$ cat config.mk
export PLATFORM = sky130hd
export DESIGN_NAME = axi4_stream_to_video_flat
export DESIGN_NICKNAME = d
export VERILOG_FILES = /design/src/rtl/axi4_stream_to_video_if.sv /design/src/rtl/axi4_stream_to_video.sv /design/src/flat_wrapper.sv
export SDC_FILE = /design/constraint.sdc
export NUM_CORES = 1
export LEC_CHECK = 0
export ABC_AREA = 1
export CORE_MARGIN = 2
export CORE_UTILIZATION = 25
export CTS_BUF_LIST = sky130_fd_sc_hd__clkbuf_8
export DETAILED_ROUTE_END_ITERATION = 8
export HOLD_SLACK_MARGIN = 0.15
export SYNTH_ARGS = -nofsm -noshare
export SYNTH_HDL_FRONTEND = slang
export SYNTH_SLANG_ARGS = --single-unit
$ cat constraint.sdc
create_clock -name clk_i -period 1.7 [get_ports clk_i]
set_input_delay 0.17 -clock clk_i [delete_from_list [all_inputs] [get_ports clk_i]]
set_output_delay 0.17 -clock clk_i [all_outputs]
set_load 0.03 [all_outputs]
$ cat src/rtl/axi4_stream_to_video_if.sv
// AXI4-Stream channel carrying one video pixel per beat.
// tuser marks the first pixel of a frame and tlast marks the last pixel of a line.
interface axi4_stream_if #(
    parameter int DATA_W = 16
);
    logic [DATA_W-1:0] tdata;
    logic              tvalid;
    logic              tready;
    logic              tuser;
    logic              tlast;

    modport master (output tdata, output tvalid, output tuser, output tlast, input tready);
    modport slave  (input tdata, input tvalid, input tuser, input tlast, output tready);
endinterface

$ cat src/rtl/axi4_stream_to_video.sv
// Converts an AXI4-Stream pixel stream into free-running video timing.
// The timing generator never stalls; the stream is only read while aligned to it.
module axi4_stream_to_video #(
    parameter int FRAME_RES_X = 1920,
    parameter int FRAME_RES_Y = 1080,
    parameter int H_FP        = 88,
    parameter int H_SYNC      = 44,
    parameter int H_BP        = 148,
    parameter int V_FP        = 4,
    parameter int V_SYNC      = 5,
    parameter int V_BP        = 36,
    parameter bit SYNC_POL    = 1'b1
) (
    input  logic         clk_i,
    input  logic         rst_i,
    axi4_stream_if.slave video_i,
    output logic [15:0]  px_data_o,
    output logic         de_o,
    output logic         hsync_o,
    output logic         vsync_o,
    output logic         locked_o,
    output logic         underflow_o
);
    localparam int H_TOTAL = FRAME_RES_X + H_FP + H_SYNC + H_BP;
    localparam int V_TOTAL = FRAME_RES_Y + V_FP + V_SYNC + V_BP;
    localparam int HW      = $clog2(H_TOTAL);
    localparam int VW      = $clog2(V_TOTAL);

    localparam logic [HW-1:0] H_LAST       = HW'(H_TOTAL - 1);
    localparam logic [HW-1:0] H_ACT        = HW'(FRAME_RES_X);
    localparam logic [HW-1:0] H_ACT_LAST   = HW'(FRAME_RES_X - 1);
    localparam logic [HW-1:0] H_SYNC_START = HW'(FRAME_RES_X + H_FP);
    localparam logic [HW-1:0] H_SYNC_END   = HW'(FRAME_RES_X + H_FP + H_SYNC - 1);
    localparam logic [VW-1:0] V_LAST       = VW'(V_TOTAL - 1);
    localparam logic [VW-1:0] V_ACT        = VW'(FRAME_RES_Y);
    localparam logic [VW-1:0] V_SYNC_START = VW'(FRAME_RES_Y + V_FP);
    localparam logic [VW-1:0] V_SYNC_END   = VW'(FRAME_RES_Y + V_FP + V_SYNC - 1);

    typedef enum logic [1:0] {SEEK, WAIT_START, LOCKED} state_t;

    state_t          state_q;
    logic [HW-1:0]   h_cnt_q, h_cnt_d;
    logic [VW-1:0]   v_cnt_q, v_cnt_d;
    logic [15:0]     px_data_q;
    logic            de_q, hsync_q, vsync_q, locked_q, underflow_q;

    logic            h_wrap, v_wrap, at_origin, active, lock_err, tready;

    always_comb begin
        h_wrap    = (h_cnt_q == H_LAST);
        v_wrap    = (v_cnt_q == V_LAST);
        h_cnt_d   = h_wrap ? '0 : h_cnt_q + 1'b1;
        v_cnt_d   = v_cnt_q;
        if (h_wrap) begin
            v_cnt_d = v_wrap ? '0 : v_cnt_q + 1'b1;
        end
        at_origin = (h_cnt_q == '0) && (v_cnt_q == '0);
        active    = (h_cnt_q < H_ACT) && (v_cnt_q < V_ACT);
        lock_err  = 1'b0;
        tready    = 1'b0;
        // A rejected word is never consumed, so a pending SOF survives to relock.
        if (!rst_i) begin
            case (state_q)
                SEEK:       tready = !(video_i.tvalid && video_i.tuser);
                WAIT_START: tready = 1'b0;
                LOCKED: begin
                    lock_err = active && (!video_i.tvalid
                                          || (video_i.tuser != at_origin)
                                          || (video_i.tlast != (h_cnt_q == H_ACT_LAST)));
                    tready   = active && !lock_err;
                end
                default:    tready = 1'b0;
            endcase
        end
    end

    assign video_i.tready = tready;

    always_ff @(posedge clk_i) begin
        if (rst_i) begin
            h_cnt_q     <= '0;
            v_cnt_q     <= '0;
            state_q     <= SEEK;
            px_data_q   <= '0;
            de_q        <= 1'b0;
            hsync_q     <= !SYNC_POL;
            vsync_q     <= !SYNC_POL;
            locked_q    <= 1'b0;
            underflow_q <= 1'b0;
        end else begin
            h_cnt_q     <= h_cnt_d;
            v_cnt_q     <= v_cnt_d;
            de_q        <= active;
            hsync_q     <= (h_cnt_q >= H_SYNC_START && h_cnt_q <= H_SYNC_END) ? SYNC_POL : !SYNC_POL;
            vsync_q     <= (v_cnt_q >= V_SYNC_START && v_cnt_q <= V_SYNC_END) ? SYNC_POL : !SYNC_POL;
            locked_q    <= (state_q == LOCKED);
            underflow_q <= lock_err;
            px_data_q   <= (state_q == LOCKED && tready && video_i.tvalid) ? video_i.tdata : '0;
            // Lock is entered on the clock that wraps the counters back to the frame origin.
            case (state_q)
                SEEK:       if (video_i.tvalid && video_i.tuser) state_q <= WAIT_START;
                WAIT_START: if (h_wrap && v_wrap) state_q <= LOCKED;
                LOCKED:     if (lock_err) state_q <= SEEK;
                default:    state_q <= SEEK;
            endcase
        end
    end

    assign px_data_o   = px_data_q;
    assign de_o        = de_q;
    assign hsync_o     = hsync_q;
    assign vsync_o     = vsync_q;
    assign locked_o    = locked_q;
    assign underflow_o = underflow_q;
endmodule

$ cat src/flat_wrapper.sv
// flat-port wrapper written by rule: the top's interface ports become plain ports
module axi4_stream_to_video_flat 
#(
    parameter int FRAME_RES_X = 1920,
    parameter int FRAME_RES_Y = 1080,
    parameter int H_FP        = 88,
    parameter int H_SYNC      = 44,
    parameter int H_BP        = 148,
    parameter int V_FP        = 4,
    parameter int V_SYNC      = 5,
    parameter int V_BP        = 36,
    parameter bit SYNC_POL    = 1'b1
)
  (clk_i, rst_i, px_data_o, de_o, hsync_o, vsync_o, locked_o, underflow_o, video_i_tdata, video_i_tvalid, video_i_tuser, video_i_tlast, video_i_tready);
  axi4_stream_if #(.DATA_W(16)) video_i_i ();
  input  logic clk_i;
  input  logic rst_i;
  output logic [15:0] px_data_o;
  output logic de_o;
  output logic hsync_o;
  output logic vsync_o;
  output logic locked_o;
  output logic underflow_o;
  input wire logic [$bits(video_i_i.tdata)-1:0] video_i_tdata;
  input wire logic [$bits(video_i_i.tvalid)-1:0] video_i_tvalid;
  input wire logic [$bits(video_i_i.tuser)-1:0] video_i_tuser;
  input wire logic [$bits(video_i_i.tlast)-1:0] video_i_tlast;
  output wire logic [$bits(video_i_i.tready)-1:0] video_i_tready;
  assign video_i_i.tdata = video_i_tdata;
  assign video_i_i.tvalid = video_i_tvalid;
  assign video_i_i.tuser = video_i_tuser;
  assign video_i_i.tlast = video_i_tlast;
  assign video_i_tready = video_i_i.tready;
  axi4_stream_to_video #(.FRAME_RES_X(FRAME_RES_X), .FRAME_RES_Y(FRAME_RES_Y), .H_FP(H_FP), .H_SYNC(H_SYNC), .H_BP(H_BP), .V_FP(V_FP), .V_SYNC(V_SYNC), .V_BP(V_BP), .SYNC_POL(SYNC_POL)) u_core (.clk_i(clk_i), .rst_i(rst_i), .video_i(video_i_i), .px_data_o(px_data_o), .de_o(de_o), .hsync_o(hsync_o), .vsync_o(vsync_o), .locked_o(locked_o), .underflow_o(underflow_o));
endmodule
# [Yosys cells after proc, flatten, opt, wreduce, memory -nomap -nowiden]
# Index checks and enable logic that the tools add are counted.
[word_totals] latchBits=0 rom_bits=0 reg_bits=46 out_inout_bits=22 mem_bits_rw=0 mem_count=0 inputBits=21
[classes] n_addsub=2 n_reduce_logical=21 mul=0 div=0 n_mux=11 bitwise_logic=1 n_eq_ne=10 shifts=0 n_lt_le_gt_ge=6
[op_table] op="$add 12x1->12 const B" n=1
[op_table] op="$eq 12x11->1 const B" n=1
[op_table] op="$eq 12x12->1 const B" n=1
[op_table] op="$ge 12x11->1 const B" n=1
[op_table] op="$le 12x12->1 const B" n=1
[op_table] op="$logic_not 12->1" n=1
[op_table] op="$lt 12x11->1 const B" n=1
[op_table] op="$add 11x1->11 const B" n=1
[op_table] op="$eq 11x11->1 const B" n=1
[op_table] op="$ge 11x11->1 const B" n=1
[op_table] op="$le 11x11->1 const B" n=1
[op_table] op="$logic_not 11->1" n=1
[op_table] op="$lt 11x11->1 const B" n=1
[op_table] op="$mux 11" n=1
[op_table] op="$logic_and 1x1->1" n=10
[op_table] op="$mux 2" n=3
[op_table] op="$ne 2x1->1 const B" n=3
[op_table] op="$pmux 2 s3" n=1
[op_table] op="$mux 1" n=5
[op_table] op="$reduce_or 2->1" n=2
[op_table] op="$logic_not 1->1" n=3
[op_table] op="$reduce_and 3->1" n=1
[op_table] op="$eq 2x1->1 const B" n=1
[op_table] op="$eq 2x2->1 const B" n=1
[op_table] op="5 further kinds" n=7

# [Depth between registers and ports, before layout]
[depth] depth_word=14 ltp_mapped=14 ltp_nobuf=13

# [Worst setup path after synthesis]
# No wires, ideal clock.
[synth_path] path_type="flip-flop to output port" from="register u_core.h_cnt_q[0]" to="output video_i_tready" path_stages_with_launch=10 setup_slack_ns=-0.115 required_ns=1.530 arrival_time_ns=1.645 path_cell_list="dfxtp_1 ha_1 nand3_2 nor2_4 inv_2 nor2_2 nor2_1 nor2_4 nand3_2 a21oi_1"
[synth_via] elab_chain_cells=10
[synth_lines] element="start, declared" line="axi4_stream_to_video.sv:42" source="logic [HW-1:0] h_cnt_q, h_cnt_d;"
[synth_lines] element="start signal, assigned" line="axi4_stream_to_video.sv:91" source="h_cnt_q <= h_cnt_d;"
[synth_lines] element="branches (longest 7 deep; another with $lt 12x11->1)"
[synth_lines] element="$logic_and 1x1->1 *" line="axi4_stream_to_video.sv:70" source="tready = active && !lock_err;"
[synth_lines] element="$pmux 1 s2 *" line="axi4_stream_to_video.sv:63" source="case (state_q)"
[synth_lines] element="$mux 1 *" line="axi4_stream_to_video.sv:62" source="if (!rst_i) begin"
[synth_lines] element="end, declared" line="flat_wrapper.sv:28" source="output wire logic [$bits(video_i_i.tready)-1:0] video_i_tready;"
# Every way passes the cells marked *.

# [Worst setup path in the final report]
[layout_path] from="register u_core.v_cnt_q[0]" to="register u_core.vsync_q, in the netlist u_core.vsync_o"
[layout_via] elab_chain_cells=3
[layout_lines] element="start, declared" line="axi4_stream_to_video.sv:43" source="logic [VW-1:0] v_cnt_q, v_cnt_d;"
[layout_lines] element="start signal, assigned" line="axi4_stream_to_video.sv:92" source="v_cnt_q <= v_cnt_d;"
[layout_lines] element="$ge 11x11->1 or $le 11x11->1 (tied branches)" line="axi4_stream_to_video.sv:95" source="vsync_q <= (v_cnt_q >= V_SYNC_START && v_cnt_q <= V_SYNC_END) ? SYNC_POL : !SYNC_POL;"
[layout_lines] element="$logic_and 1x1->1 *" line="axi4_stream_to_video.sv:95"
[layout_lines] element="$mux 1 *" line="axi4_stream_to_video.sv:95"
[layout_lines] element="end signal, assigned" line="axi4_stream_to_video.sv:87" source="vsync_q <= !SYNC_POL;"
[layout_lines] element="end signal, assigned" line="axi4_stream_to_video.sv:95"
[layout_lines] element="end, declared" line="axi4_stream_to_video.sv:45" source="logic de_q, hsync_q, vsync_q, locked_q, underflow_q;"
# Mark *: on every way between the ends. The rest lies on a longest branch, timed or not.
# A chain may end at the register's enable or synchronous reset.

==> flow_summary.toml <==
[outcome]
outcome = "finished with violations"
violations = "setup timing"

[run]
maxCapViolations = 0

[place]
dp_slack_ns = -0.00849
gp_congestion = 0.895
portBuffers = 42
hpwl_um = 3880

[power]
p_sw_frac = 0.229
power.share.sequential = 0.521
power.internal_mw = 1.62
power.density_nw_per_um2 = 674
ir_drop_uv = 311
p_switching_uw = 481
pwr-share-clk = 0.396
p_leak_nw = 1.31
pwr-share-comb = 0.083

[timing]
post-route-min-period_ns = 1.94
setup_viol = 2
tightestPinTransition_ns = 0.684
clock-skew-final_ns = 0.00473
slew_viol_final = 0
slew_headroom = 0.542
hold_viol = 0
hold_ws_ns = 0.384
setup_ws_ns = -0.244
finalCritPeriodShare = 1.14
setup_tns_ns = -0.461
rsz0062_at_grt = "true"
clock.fmax_mhz = 515

[final_layout]
syn_to_final_growth_pct = 44.1
nets = 405
antenna_cells = 0
fillCellCount = 824
drive_gt1_frac = 0.241

[global_route]
overflow = 0
grt_use_total = 0.112
grt_start_max_net_pins = 17
grt_pass1_vias = 1991
grt_first_pass_wirelength_um = 8890
antenna_found_initial = 0

[clock_tree]
postCtsHoldBufs = 0
clk_pin_slew_worst_paths_ns = 0.09
clock_latency_ns = 0.30
cts-htree-levels = 2
cts_buffer_depth = 2
cts_sinks = 46
cts_tree = "yes"
cts_inserted_buffers = 5
root_buffer = "clkbuf_8"

[setup_path]
reg2reg_from = "u_core.v_cnt_q[0]"
start_kind = "register"
crit_start = "u_core.v_cnt_q[0]"
worstSetupPathType = "reg -> reg"
worstPathRequired_ns = 1.92
slowest_stage = "dfxtp_2"
cp_cell_sequence = "inv_2 > ha_4 > inv_4 > nor2_4 > nand3_2 > buf_4 > buf_4 > buf_4 > buf_4 > buf_4 > nor4_2 > o21ai_1 > a21oi_1"
max_stage_delay_ns = 0.33
worstSetupEndpointType = "register"
worstPathMaxFanout = 3
worstPathArrival_ns = 2.16
crit_top_cell = "buf_4"

[route]
vias = 2147
finalWirelength_um = 5360
drt-initial-drc-count = 93
drc = 0
drtAntennaViolNets = 0
first_pass_iters = 4
routedWlPerCell_um = 11.0
viasPerCell = 4.42

[yosys]
synth_top_family_by_area = "simple AND/OR/NAND/NOR gates"
syn_inst = 308
yosys.area_share.simple = 0.367
synthTopCellsByArea = "dfxtp_1, nand2_1, inv_1"
synth_fa_ha_area_frac = 0.0231
synth-xor-area-share = 0.0121
muxShareOfSynthArea = 0
yosysWarnings = 0
synth_compound_area_frac = 0.0584
avgSynthCellArea_um2 = 7.03
yosysTopAreaCell = "dfxtp_1"
yosysSeqAreaShare = 0.425
syn-cell-area_um2 = 2160
synth_cell_types = 28
syn-num-nets = 333
postSynthRegisterBits = 46
synth_top_area_frac = 0.425

[floorplan]
rows = 33
core_area_um2 = 8300
start_util = 0.261
die_w_um = 97.1
fp.dieH_um = 97.1
die-area_um2 = 9420
ios = 43

[hold_path]
hold_class = "in -> reg"
hp-start = "video_i_tdata[3]"
[through the flow]
| stage | utilization | instance area, um2 | std cells | power, mW |
|---|---|---|---|---|
| floorplan | - | 2170 | 308 | 1.19 |
| global placement | 0.339 | 2820 | 468 | 1.27 |
| detailed placement | 0.339 | 2820 | 468 | 1.27 |
| CTS | 0.368 | 3050 | 484 | 2.12 |
| global route | 0.376 | 3120 | 486 | 2.19 |
| finish | 0.376 | 3120 | 486 | 2.10 |
[cell usage in the layout (no fill, tap or decap), types with 2 or more instances in the layout]
cell and n:
a21oi_1 15, buf_4 27, clkbuf_8 5, clkdlybuf4s50_1 41, dfxtp_1 39, dfxtp_2 5, dfxtp_4 2, ha_4 2
inv_1 45, inv_2 10, nand2_1 52, nand2_2 4, nand2_8 2, nand3_1 14, nand3_2 5, nand4_1 6
nor2_1 47, nor2_2 13, nor2_4 4, nor3_1 15, nor3_2 2, nor3b_1 3, o21ai_0 4, or2_2 3
xor2_1 2
[cells by family after synthesis]
kind of cell,Yosys count
AO/OA/AOI/OAI,24
XOR/XNOR,3
adder cells (fa/ha/maj),4
AND/OR/NAND/NOR,170
buffers and inverters,61
flip-flops,46
[Yosys cell counts, drive strengths merged]
cell    instances
o211ai          1
buf             4
or2             3
nand4           6
ha              4
nor3           17
clkbuf          1
inv            56
nor2           64
a21oi          16
nor4            1
nor3b           3
nand2          57
o21ai           5
xor2            2
a211oi          1
nand3          19
xnor2           1
a31oi           1
dfxtp          46
[worst max-delay path: cells and delay by family (launching register included)]
family	cells	cell delay, ns
buf+inv	7	0.73
flops	1	0.33
simple gates	3	0.38
fa+ha+maj	1	0.15
compound gates	2	0.28
[sequential cells by signal, indices dropped and copies added, names as in the netlist]
register and count:
u_core.de_o 1, u_core.h_cnt_q 12, u_core.hsync_o 1, u_core.locked_o 1, u_core.px_data_o 16, u_core.state_q 2
u_core.underflow_o 1, u_core.v_cnt_q 11, u_core.vsync_o 1
[per-layer routing]
metal | global-route usage | share of wire | vias up | routed length (um)
met5 | 0 | 0 | - | 0
met4 | 0.0358 | 0.010 | 0 | 55
met3 | 0.0237 | 0.058 | 6 | 313
met2 | 0.186 | 0.48 | 70 | 2580
met1 | 0.145 | 0.45 | 970 | 2400
li1 | - | - | 1101 | -
[area by class of cell]
type                    instances  area [um2]  share of cell area
clock buffers                   5        68.8              0.0221
clock inverters                 3        43.8              0.0140
inverters                      56         213              0.0682
multi-input cells             202        1100               0.354
flip-flops and latches         46         935               0.300
well taps                     105         131              0.0421
repair buffers                 69         624               0.200
[power groups by stage]
stage / sequential, mW / combinational (mW) / clock [mW]
5_1_grt: 1.10 / 0.192 / 0.897
2_1_floorplan: 1.12 / 0.0703 / 0
3_5_place_dp: 1.12 / 0.153 / 0
6_report: 1.10 / 0.174 / 0.832
3_3_place_gp: 1.12 / 0.150 / 0
4_1_cts: 1.10 / 0.168 / 0.854
[final timing paths]
check	endpoint	slack (ns)	cells past startpoint
worst max-delay path	u_core.vsync_o	-0.24	13
worst min-delay path	u_core.px_data_o[3]	0.38	3
worst max register to register	u_core.vsync_o	-0.24	13
worst min register to register	u_core.h_cnt_q[9]	0.48	1
[repair_timing]
item,in CTS,in global routing
buffers inserted,8,1
resized for setup,22,17
cloned,0,1
setup endpoints to repair,14,27
pin swaps,7,7
Note: power is estimated with default switching activity, not from simulation.
